===== config.mk =====
export PLATFORM = sky130hd
export DESIGN_NAME = uart_core
export DESIGN_NICKNAME = d
export VERILOG_FILES = /design/src/rtl/uart_pkg.sv /design/src/rtl/uart_bit_timer.sv /design/src/rtl/uart_core.sv
export SDC_FILE = /design/constraint.sdc
export NUM_CORES = 1
export LEC_CHECK = 0
export ABC_AREA = 0
export CORE_MARGIN = 2
export CORE_UTILIZATION = 31
export CTS_BUF_LIST = sky130_fd_sc_hd__clkbuf_8
export CTS_CLUSTER_DIAMETER = 30
export DETAILED_ROUTE_END_ITERATION = 12
export PLACE_DENSITY = 0.46
export SLEW_MARGIN = 10
export SYNTH_ARGS = -nofsm -noshare
export SYNTH_HDL_FRONTEND = slang
export SYNTH_HIERARCHICAL = 1
export SYNTH_SLANG_ARGS = --single-unit

===== constraint.sdc =====
create_clock -name clk -period 1.94 [get_ports clk]
set_input_delay 0.485 -clock clk [delete_from_list [all_inputs] [get_ports clk]]
set_output_delay 0.485 -clock clk [all_outputs]
set_load 0.05 [all_outputs]

===== src/rtl/uart_pkg.sv =====
// Shared definitions for uart_core: FSM state encodings, parity modes and the
// parity helper used by both the transmit and receive paths.
package uart_pkg;

    localparam logic [1:0] PAR_NONE = 2'd0;
    localparam logic [1:0] PAR_ODD  = 2'd1;
    localparam logic [1:0] PAR_EVEN = 2'd2;

    localparam logic [2:0] ST_IDLE   = 3'd0;
    localparam logic [2:0] ST_START  = 3'd1;
    localparam logic [2:0] ST_DATA   = 3'd2;
    localparam logic [2:0] ST_PARITY = 3'd3;
    localparam logic [2:0] ST_STOP   = 3'd4;

    typedef enum logic [2:0] {
        TX_IDLE   = ST_IDLE,
        TX_START  = ST_START,
        TX_DATA   = ST_DATA,
        TX_PARITY = ST_PARITY,
        TX_STOP   = ST_STOP
    } tx_state_t;

    typedef enum logic [2:0] {
        RX_IDLE   = ST_IDLE,
        RX_START  = ST_START,
        RX_DATA   = ST_DATA,
        RX_PARITY = ST_PARITY,
        RX_STOP   = ST_STOP
    } rx_state_t;

    // Widest legal payload; narrower payloads are zero-extended, which leaves the XOR unchanged.
    localparam int MAX_DATA_BITS = 9;

    function automatic logic calc_parity(input logic [MAX_DATA_BITS-1:0] data,
                                         input logic [1:0]               mode);
        return (mode == PAR_ODD) ? ~(^data) : ^data;
    endfunction

endpackage


===== src/rtl/uart_bit_timer.sv =====
// Bit-period counter: wraps every CLKS_PER_BIT cycles and flags the last cycle
// of each period. A load restarts it at a full or half period.
module uart_bit_timer #(
    parameter int CLKS_PER_BIT = 28
) (
    input  logic clk,
    input  logic rst,
    input  logic i_load,
    input  logic i_half,
    output logic o_tick
);

    localparam int            CW      = $clog2(CLKS_PER_BIT);
    localparam logic [CW-1:0] LP_LAST = CW'(CLKS_PER_BIT - 1);
    // Starting here leaves exactly CLKS_PER_BIT/2 cycles before the next tick.
    localparam logic [CW-1:0] LP_HALF = CW'(CLKS_PER_BIT - CLKS_PER_BIT / 2);

    logic [CW-1:0] r_cnt;

    assign o_tick = (r_cnt == LP_LAST);

    always_ff @(posedge clk) begin
        if (rst) begin
            r_cnt <= '0;
        end else if (i_load) begin
            r_cnt <= i_half ? LP_HALF : '0;
        end else if (r_cnt == LP_LAST) begin
            r_cnt <= '0;
        end else begin
            r_cnt <= r_cnt + 1'b1;
        end
    end

endmodule


===== src/rtl/uart_core.sv =====
// Parametrised full-duplex UART with valid/ready handshakes on both paths and
// framing, parity and overrun reporting on the receive side.
module uart_core
    import uart_pkg::*;
#(
    parameter int CLKS_PER_BIT = 28,
    parameter int DATA_BITS    = 8,
    parameter int PARITY       = 0,
    parameter int STOP_BITS    = 1
) (
    input  logic                 clk,
    input  logic                 rst,
    input  logic [DATA_BITS-1:0] tx_data,
    input  logic                 tx_valid,
    output logic                 tx_ready,
    output logic                 tx,
    input  logic                 rx,
    output logic [DATA_BITS-1:0] rx_data,
    output logic                 rx_valid,
    input  logic                 rx_ready,
    output logic                 rx_frame_err,
    output logic                 rx_parity_err,
    output logic                 rx_overrun
);

    localparam logic [1:0] LP_PAR       = 2'(PARITY);
    localparam bit         LP_HAS_PAR   = (PARITY != 0);
    localparam logic [3:0] LP_DATA_LAST = 4'(DATA_BITS - 1);
    localparam logic [3:0] LP_STOP_LAST = 4'(STOP_BITS - 1);

    // ---------------- transmit path ----------------
    tx_state_t            r_tx_state;
    logic [DATA_BITS-1:0] r_tx_shift;
    logic [3:0]           r_tx_bit;
    logic                 r_tx_par;
    logic                 r_tx;
    logic                 r_tx_ready;
    logic                 w_tx_start;
    logic                 w_tx_tick;

    // tx_ready is only ever high in TX_IDLE, so it alone qualifies the handshake.
    assign w_tx_start = tx_valid && r_tx_ready;

    uart_bit_timer #(.CLKS_PER_BIT(CLKS_PER_BIT)) u_tx_timer (
        .clk    (clk),
        .rst    (rst),
        .i_load (w_tx_start),
        .i_half (1'b0),
        .o_tick (w_tx_tick)
    );

    always_ff @(posedge clk) begin
        if (rst) begin
            r_tx_state <= TX_IDLE;
            r_tx_shift <= '0;
            r_tx_bit   <= '0;
            r_tx_par   <= 1'b0;
            r_tx       <= 1'b1;
            r_tx_ready <= 1'b1;
        end else begin
            case (r_tx_state)
                TX_IDLE: if (w_tx_start) begin
                    r_tx_shift <= tx_data;
                    r_tx_par   <= calc_parity(MAX_DATA_BITS'(tx_data), LP_PAR);
                    r_tx       <= 1'b0;
                    r_tx_ready <= 1'b0;
                    r_tx_state <= TX_START;
                end
                TX_START: if (w_tx_tick) begin
                    r_tx       <= r_tx_shift[0];
                    r_tx_bit   <= '0;
                    r_tx_state <= TX_DATA;
                end
                TX_DATA: if (w_tx_tick) begin
                    if (r_tx_bit == LP_DATA_LAST) begin
                        r_tx_bit <= '0;
                        if (LP_HAS_PAR) begin
                            r_tx       <= r_tx_par;
                            r_tx_state <= TX_PARITY;
                        end else begin
                            r_tx       <= 1'b1;
                            r_tx_state <= TX_STOP;
                        end
                    end else begin
                        r_tx       <= r_tx_shift[1];
                        r_tx_shift <= r_tx_shift >> 1;
                        r_tx_bit   <= r_tx_bit + 1'b1;
                    end
                end
                TX_PARITY: if (w_tx_tick) begin
                    r_tx       <= 1'b1;
                    r_tx_state <= TX_STOP;
                end
                TX_STOP: if (w_tx_tick) begin
                    if (r_tx_bit == LP_STOP_LAST) begin
                        r_tx_ready <= 1'b1;
                        r_tx_state <= TX_IDLE;
                    end else begin
                        r_tx_bit <= r_tx_bit + 1'b1;
                    end
                end
                default: r_tx_state <= TX_IDLE;
            endcase
        end
    end

    assign tx       = r_tx;
    assign tx_ready = r_tx_ready;

    // ---------------- receive path ----------------
    logic                 r_rx_meta;
    logic                 r_rx_sync;
    logic                 r_rx_prev;
    rx_state_t            r_rx_state;
    logic [DATA_BITS-1:0] r_rx_shift;
    logic [3:0]           r_rx_bit;
    logic                 r_rx_perr_pend;
    logic [DATA_BITS-1:0] r_rx_data;
    logic                 r_rx_valid;
    logic                 r_rx_ferr;
    logic                 r_rx_perr;
    logic                 r_rx_ovr;
    logic                 w_rx_fall;
    logic                 w_rx_start;
    logic                 w_rx_tick;

    always_ff @(posedge clk) begin
        if (rst) begin
            r_rx_meta <= 1'b1;
            r_rx_sync <= 1'b1;
            r_rx_prev <= 1'b1;
        end else begin
            r_rx_meta <= rx;
            r_rx_sync <= r_rx_meta;
            r_rx_prev <= r_rx_sync;
        end
    end

    // A line held low after a break never shows a falling edge, so no frame restarts until it idles.
    assign w_rx_fall  = r_rx_prev && !r_rx_sync;
    assign w_rx_start = (r_rx_state == RX_IDLE) && w_rx_fall;

    uart_bit_timer #(.CLKS_PER_BIT(CLKS_PER_BIT)) u_rx_timer (
        .clk    (clk),
        .rst    (rst),
        .i_load (w_rx_start),
        .i_half (1'b1),
        .o_tick (w_rx_tick)
    );

    always_ff @(posedge clk) begin
        if (rst) begin
            r_rx_state     <= RX_IDLE;
            r_rx_shift     <= '0;
            r_rx_bit       <= '0;
            r_rx_perr_pend <= 1'b0;
            r_rx_data      <= '0;
            r_rx_valid     <= 1'b0;
            r_rx_ferr      <= 1'b0;
            r_rx_perr      <= 1'b0;
            r_rx_ovr       <= 1'b0;
        end else begin
            r_rx_ovr <= 1'b0;
            // NOTE: the non-blocking assignments in the RX_STOP branch below come later in
            // this block, so a frame completing in the same cycle as a consume wins.
            if (r_rx_valid && rx_ready) begin
                r_rx_valid <= 1'b0;
                r_rx_ferr  <= 1'b0;
                r_rx_perr  <= 1'b0;
            end
            case (r_rx_state)
                RX_IDLE: if (w_rx_fall) begin
                    r_rx_perr_pend <= 1'b0;
                    r_rx_state     <= RX_START;
                end
                RX_START: if (w_rx_tick) begin
                    if (r_rx_sync) begin
                        r_rx_state <= RX_IDLE;
                    end else begin
                        r_rx_bit   <= '0;
                        r_rx_state <= RX_DATA;
                    end
                end
                RX_DATA: if (w_rx_tick) begin
                    r_rx_shift <= {r_rx_sync, r_rx_shift[DATA_BITS-1:1]};
                    if (r_rx_bit == LP_DATA_LAST) begin
                        r_rx_state <= LP_HAS_PAR ? RX_PARITY : RX_STOP;
                    end else begin
                        r_rx_bit <= r_rx_bit + 1'b1;
                    end
                end
                RX_PARITY: if (w_rx_tick) begin
                    r_rx_perr_pend <= (r_rx_sync != calc_parity(MAX_DATA_BITS'(r_rx_shift), LP_PAR));
                    r_rx_state     <= RX_STOP;
                end
                RX_STOP: if (w_rx_tick) begin
                    r_rx_state <= RX_IDLE;
                    if (!r_rx_valid || rx_ready) begin
                        r_rx_data  <= r_rx_shift;
                        r_rx_valid <= 1'b1;
                        r_rx_ferr  <= !r_rx_sync;
                        r_rx_perr  <= r_rx_perr_pend;
                    end else begin
                        r_rx_ovr <= 1'b1;
                    end
                end
                default: r_rx_state <= RX_IDLE;
            endcase
        end
    end

    assign rx_data       = r_rx_data;
    assign rx_valid      = r_rx_valid;
    assign rx_frame_err  = r_rx_ferr;
    assign rx_parity_err = r_rx_perr;
    assign rx_overrun    = r_rx_ovr;

endmodule

Word-level counts from Yosys, hierarchy flattened. Index checks and enable logic that the tools add are counted.

Bitwise gates (word level): 2. Reductions and logical operators: 30. Muxes and demuxes: 58. $add $sub $neg: 4. Equality and inequality tests: 30.

Operators with widths (count): $mux W4 (11); $mux W3 (13); $pmux W3 S5 (2); $mux W8 (3); $mux W1 (22); $ne A2 B1 Y1 const B (9); $ne A2 B2 Y1 const B (8); $pmux W8 S2 (1); $reduce_and A5 Y1 (3); $eq A3 B2 Y1 const B (4); $pmux W4 S3 (1); $add A5 B1 Y5 const B (2); $eq A5 B5 Y1 const B (2); $reduce_or A3 Y1 (3); $reduce_xor A9 Y1 (1); $add A4 B1 Y4 const B (2); $eq A4 B3 Y1 const B (2); $pmux W4 S2 (1); $reduce_and A4 Y1 (2); $reduce_bool A2 Y1 (4); $reduce_and A7 Y1 (1); $eq A3 B1 Y1 const B (2); $eq A3 B3 Y1 const B (2); $logic_not A3 Y1 (2); other kinds (14) (21).

Word-level logic and storage cells: 144. Output and inout bits: 14. Register bits: 58. Input bits: 13.

Longest topological paths before layout.
Word-level depth: 5. Depth in mapped cells: 8. Gate-level depth less buffers: 6.

Hierarchy. The synthesis kept the hierarchy.

By module, submodules not included: uart_core (sequential area each 960.9 sq um, times used 1, cells each 258, area each 2245.9 sq um); uart_bit_timer (sequential area each 100.1 sq um, times used 2, cells each 20, area each 212.7 sq um).

Least setup slack after synthesis. Ideal clock, no wire load.

Path type: reg2reg. Start point: register u_rx_timer.r_cnt[0]. End point: register r_rx_data[0], in the netlist rx_data[0]. Required time: 1812 ps. Buffers on the path: 1. Setup time: 128 ps. Clock period less this slack: 1852 ps. Setup slack: 88 ps. Cell stages (with the launch flop): 8. Arrival time: 1724 ps. Cell sequence: dfxtp_1 ha_1 and4b_1 clkbuf_1 and4bb_2 nand2_1 mux2i_1 nor2_1.

Longest elaborated chain between the ends: 2.

RTL lines: start, declared (RTL line uart_bit_timer.sv:18) `logic [CW-1:0] r_cnt;`; start signal, assigned (RTL line uart_bit_timer.sv:26) `r_cnt <= i_half ? LP_HALF : '0;`; start signal, assigned (RTL line uart_bit_timer.sv:30) `r_cnt <= r_cnt + 1'b1;`; $eq A5 B5 Y1 (RTL line uart_bit_timer.sv:20) `assign o_tick = (r_cnt == LP_LAST);`; net w_rx_tick (RTL line uart_core.sv:125) `logic w_rx_tick;`; $reduce_and A3 Y1 (no source line); end signal, assigned (RTL line uart_core.sv:199) `r_rx_data <= r_rx_shift;`; end, declared (RTL line uart_core.sv:118) `logic [DATA_BITS-1:0] r_rx_data;`.

The timed path passes the listed nets, and every way through them passes these cells. A chain may end at the register's enable or synchronous reset.

Worst setup path in the final report.
Start point: register r_tx_bit[0]. End point: register r_tx_bit[3].

Longest elaborated chain between the ends: 4. Elaborated cells between the ends (all ways): 10. Classes of those cells: 1 x add/sub; 2 x eq/ne; 5 x mux; 2 x reduce/logical.

RTL lines: start, declared (RTL line uart_core.sv:34) `logic [3:0] r_tx_bit;`; start signal, assigned (RTL line uart_core.sv:87) `r_tx_bit <= r_tx_bit + 1'b1;`; start signal, assigned (RTL line uart_core.sv:99) `r_tx_bit <= r_tx_bit + 1'b1;`; $add A4 B1 Y4 or $eq A4 B3 Y1 (tied branches) (RTL line uart_core.sv:87, uart_core.sv:99, uart_core.sv:75); $mux W4, on equally long branches (RTL line uart_core.sv:95, uart_core.sv:75); $mux W4, on equally long branches (RTL line uart_core.sv:94, uart_core.sv:74); $pmux W4 S3 (RTL line uart_core.sv:61) `case (r_tx_state)`.

Parallel ways exist; a longest one is shown, timed or not. The select of a mux whose other input is x is not followed.

==> metrics list <==
* Mapped cell area: 2670 um2
- Synth top area cells: sky130_fd_sc_hd__dfxtp_1 (43%), sky130_fd_sc_hd__mux2i_1 (7.1%), sky130_fd_sc_hd__a21oi_1 (5.8%)
* End of the worst register-to-register path: r_tx_bit[3]$_SDFFE_PP0P_
- Antenna violations before repair: 0
- The path with the worst hold slack has its endpoint at r_rx_sync$_SDFF_PP1_.
- In the final layout, the share of cells above drive strength 1 is 19.2%.
* Relative contribution of sequential cells to total power: 41.3%
- Most frequently used cell type in the post-synthesis netlist: sky130_fd_sc_hd__dfxtp_1
- Sum of overflow across all layers after global routing: 0
- The first global-routing pass estimated between 9000 and 10000 um of wire.
- DIE WIDTH: 96.8 um
* Largest fanout on the critical path: 4
- Core box area: 8300 um2
- On the critical path, the stage with the largest delay is an instance of sky130_fd_sc_hd__or4_1.
- Final setup TNS: 0 ns
- Once the floorplan was initialized, standard cells occupied 32.2% of the core.
* Clock sink count: between 50 and 60
- In this run, distinct cell masters in the synthesized netlist total 51.
- TritonCTS Buffers: 9
- Yosys warnings: 6
* Number of port buffers: 26
* Height of the die: 96.8 um
* CTS H-Tree Depth: 3
- Number of instances in the synthesized netlist: 298
- Required time of the worst setup path: 2.20 ns
* Post-route DRC violation count: 0
- The wire-length estimate of the detail-placed layout is 4030 um.
- Total Die Area: about 9400 um2
- Subtracting the final worst setup slack from the clock period gives 1.79 ns.
- Max Fclk: 0.559 GHz
- Seq/Total Area, Yosys: 43.5%
- Fraction of the cycle the final worst path needs: 92.2%
- Weighted congestion reported at the end of routability-driven placement: between 0.7 and 0.8
* Clock share of power: slightly above 50%
* Critical Path AT: 2.05 ns
- Ranking of synthesized cells by instance count: sky130_fd_sc_hd__dfxtp_1 (58), sky130_fd_sc_hd__a21oi_1 (31), sky130_fd_sc_hd__nand2_1 (24)
- Post-CTS clock slew at the launch and capture registers of the worst setup and hold paths: 0.07 ns
- Total GRT Usage: 12.9%
- STA classifies the critical path startpoint as a register.
- FF+latch count, synth: 58
- The hold violation count in the final report was 0.
- Part of the total power dissipated in combinational logic: 7.4%
* Count of flip-flops with a built-in enable after synthesis: 0
* Yosys top cell by area: sky130_fd_sc_hd__dfxtp_1
* Total of endpoints with negative setup slack in the final report: 0
- 0 antenna diodes ended up in the layout.
- Primary FF master, synth: sky130_fd_sc_hd__dfxtp_1
- Via count of the first global-routing pass: 2039
- The worst register-to-register path has a depth of 6.
* Drt first-iter violations: between 100 and 150
* Finished Core Util: 40.7%
- Cell internal power was estimated by the tool at 2430 uW.
* Vias post-DR: 2187
- The analysis attributes to cell leakage a power of between 0.001 and 0.0015 uW.
* Async set-or-reset flop fraction in the synthesized netlist: 0%
- Across the routed clock network, the largest skew measured is around 0.0055 ns.
* Drt wl/cell: 13.0 um
- Once detail routing completed, the nets flagged for antenna violations numbered 0.
- CP max stage delay: 0.49 ns
- Setup slack on the worst reg-to-reg path comes out at between 0.15 and 0.2 ns.
- STA classifies the critical path endpoint as a register.
* RR Startpoint: r_tx_bit[0]$_SDFFE_PP0P_
- Entering global routing, the biggest net connects 20 pins.
* Outcome: completed
- Across the run, the number of max-cap violations was 0.
* Drt first pass iters: 4
* Num ports: 27
- In this run the most critical hold path is launched from r_rx_meta$_SDFF_PP1_.
- At the end of the flow, the number of nets in the layout was 357.
- DR vias/cell: 4.87
- From synthesis to final layout, the design area changed by 26.4%.
- IR Drop Worst-Case VDD: 0.000375 V
* Syn avg cell area: 8.96 um2
- Along the worst hold path, the cell count comes to 1.
* Total number of placement rows: 33
* Number of slew-limit violations in the final report: 0
* TritonCTS clock tree: yes
- Fraction of power spent switching nets: 20.7%
- Source-to-sink clock delay at the later pin of the worst-skew pair: roughly 0.33 ns
- The worst setup path is of the reg -> reg kind.
- Detailed-route wire length: roughly 5800 um
- The synthesized design devotes to its leading area cell type 43.5% of total area.
* Max Root-Sink Buffers: 2
- In this run the power density over the cells is 907 nW/um2.
- Traced cell by cell, the critical path runs through inv_1 > ha_1 > nor3b_1 > o32a_1 > or4_1 > a21oi_1.
- In this run the worst hold path is classified as reg -> reg.
* Cell chosen for the clock root: sky130_fd_sc_hd__clkbuf_8
- Total net switching power: approximately 630 uW
routing by layer:
| metal | wire, um | vias up | GRT usage, % |
|---|---|---|---|
| met1 | 3050 | 998 | 19.5 |
| met2 | 2290 | 47 | 16.9 |
| met4 | 129 | 0 | 6.50 |
| met3 | 346 | 10 | 2.75 |
| met5 | 0 | - | 0 |
| li1 | - | 1132 | - |
kinds of logic (layout without fill, tap and decap cells):
logic type               count (synthesis)  count (layout)  share of synthesized area [%]
AND/OR/NAND/NOR                        104             104                           21.0
AO/OA/AOI/OAI                           71              71                           16.5
flip-flops                              58              58                           43.5
buffers and inverters                   25              69                           4.17
multiplexers                            19              19                           7.12
XOR/XNOR                                14              14                           5.11
adder cells (fa/ha/maj)                  5               5                           2.34
other                                    2               4                          0.281
critical path: cells and delay by family, from the launching register on:
family | cells | cell delay [ns]
AND/OR/NAND/NOR | 2 | 0.66
flip-flops | 1 | 0.35
adder cells (fa/ha/maj) | 1 | 0.18
AO/OA/AOI/OAI | 2 | 0.47
buffers and inverters | 1 | 0.06
layout by cell type, fill, tap and decap left out, types with 3 or more instances in the layout:
cell / netlist / routed
sky130_fd_sc_hd__o21ai_0: 11 / 11
sky130_fd_sc_hd__nand3b_1: 6 / 6
sky130_fd_sc_hd__inv_1: 9 / 9
sky130_fd_sc_hd__xor2_1: 6 / 6
sky130_fd_sc_hd__conb_1: 2 / 4
sky130_fd_sc_hd__ha_1: 5 / 5
sky130_fd_sc_hd__nand2_1: 24 / 24
sky130_fd_sc_hd__clkbuf_8: 0 / 12
sky130_fd_sc_hd__bufinv_16: 0 / 4
sky130_fd_sc_hd__nand4b_1: 3 / 3
sky130_fd_sc_hd__buf_4: 2 / 32
sky130_fd_sc_hd__nor3_1: 5 / 5
sky130_fd_sc_hd__nand3_1: 14 / 14
sky130_fd_sc_hd__nor2b_1: 3 / 3
sky130_fd_sc_hd__xnor2_1: 7 / 7
sky130_fd_sc_hd__dfxtp_1: 58 / 57
sky130_fd_sc_hd__a21oi_1: 31 / 31
sky130_fd_sc_hd__a211oi_1: 7 / 7
sky130_fd_sc_hd__or4_1: 3 / 3
sky130_fd_sc_hd__a22oi_1: 3 / 3
sky130_fd_sc_hd__clkdlybuf4s50_1: 0 / 11
sky130_fd_sc_hd__o31ai_1: 4 / 4
sky130_fd_sc_hd__mux2i_1: 19 / 19
sky130_fd_sc_hd__nor2_1: 23 / 23
sky130_fd_sc_hd__nand2b_1: 4 / 4
sky130_fd_sc_hd__or2_2: 4 / 4
what timing repair did:
action                                  CTS  global route
resized for setup                         0             3
setup buffers                             0             1
endpoints found under the setup margin    0             4
hold buffers                              0             0
registers in the layout (all words and copies together) (netlist names):
signal	flops
r_tx_state	3
rx_parity_err	1
r_rx_perr_pend	1
rx_frame_err	1
r_rx_meta	1
u_rx_timer/r_cnt	5
tx	1
rx_overrun	1
r_rx_prev	1
r_rx_shift	8
rx_data	8
rx_valid	1
u_tx_timer/r_cnt	5
r_tx_shift	8
r_tx_bit	4
tx_ready	1
r_rx_bit	4
r_rx_state	3
r_rx_sync	1
power by group through the flow:
| stage | Sequential [uW] | Combinational [uW] | Clock (uW) |
|---|---|---|---|
| after floorplan | 1290 | 145 | 0 |
| after global placement | 1290 | 223 | 0 |
| after detailed placement | 1290 | 224 | 0 |
| after CTS | 1270 | 226 | 1610 |
| after global routing | 1270 | 251 | 1670 |
| final | 1270 | 227 | 1570 |
final cells by class:
cell class                 instances  area [um2]
clock buffer                      12         165
clock inverter                     4         120
fill                             856        4920
inverter                           9        33.8
multi-input combinational        217        1410
sequential                        58        1160
tap                              105         131
timing repair buffer              44         355
stage by stage:
step | hold slack (ns) | area, um2 | power (uW) | instances | worst slack [ns]
after floorplan | 0.389 | 2680 | 1440 | 300 | 0.0881
after detailed placement | 0.393 | 3080 | 1520 | 432 | 0.0563
after global routing | 0.420 | 3380 | 3190 | 449 | -0.00439
after global placement | 0.394 | 3080 | 1520 | 432 | 0.107
final | 0.409 | 3380 | 3060 | 449 | 0.151
after CTS | 0.410 | 3370 | 3110 | 448 | 0.0295
worst max-delay path by stage:
stage	start	endpoint
after global routing	r_tx_bit[1]$_SDFFE_PP0P_	r_tx_bit[3]$_SDFFE_PP0P_
after CTS	r_tx_bit[0]$_SDFFE_PP0P_	r_tx_bit[3]$_SDFFE_PP0P_
after global placement	tx_valid	r_tx_shift[5]$_SDFFE_PP0P_
after detailed placement	r_tx_bit[0]$_SDFFE_PP0P_	r_tx_bit[3]$_SDFFE_PP0P_
after floorplan	u_rx_timer/r_cnt[0]$_SDFF_PP0_	rx_data[0]$_SDFFE_PP0P_
final	r_tx_bit[0]$_SDFFE_PP0P_	r_tx_bit[3]$_SDFFE_PP0P_
No activity file was read; power rests on OpenSTA's default activity.
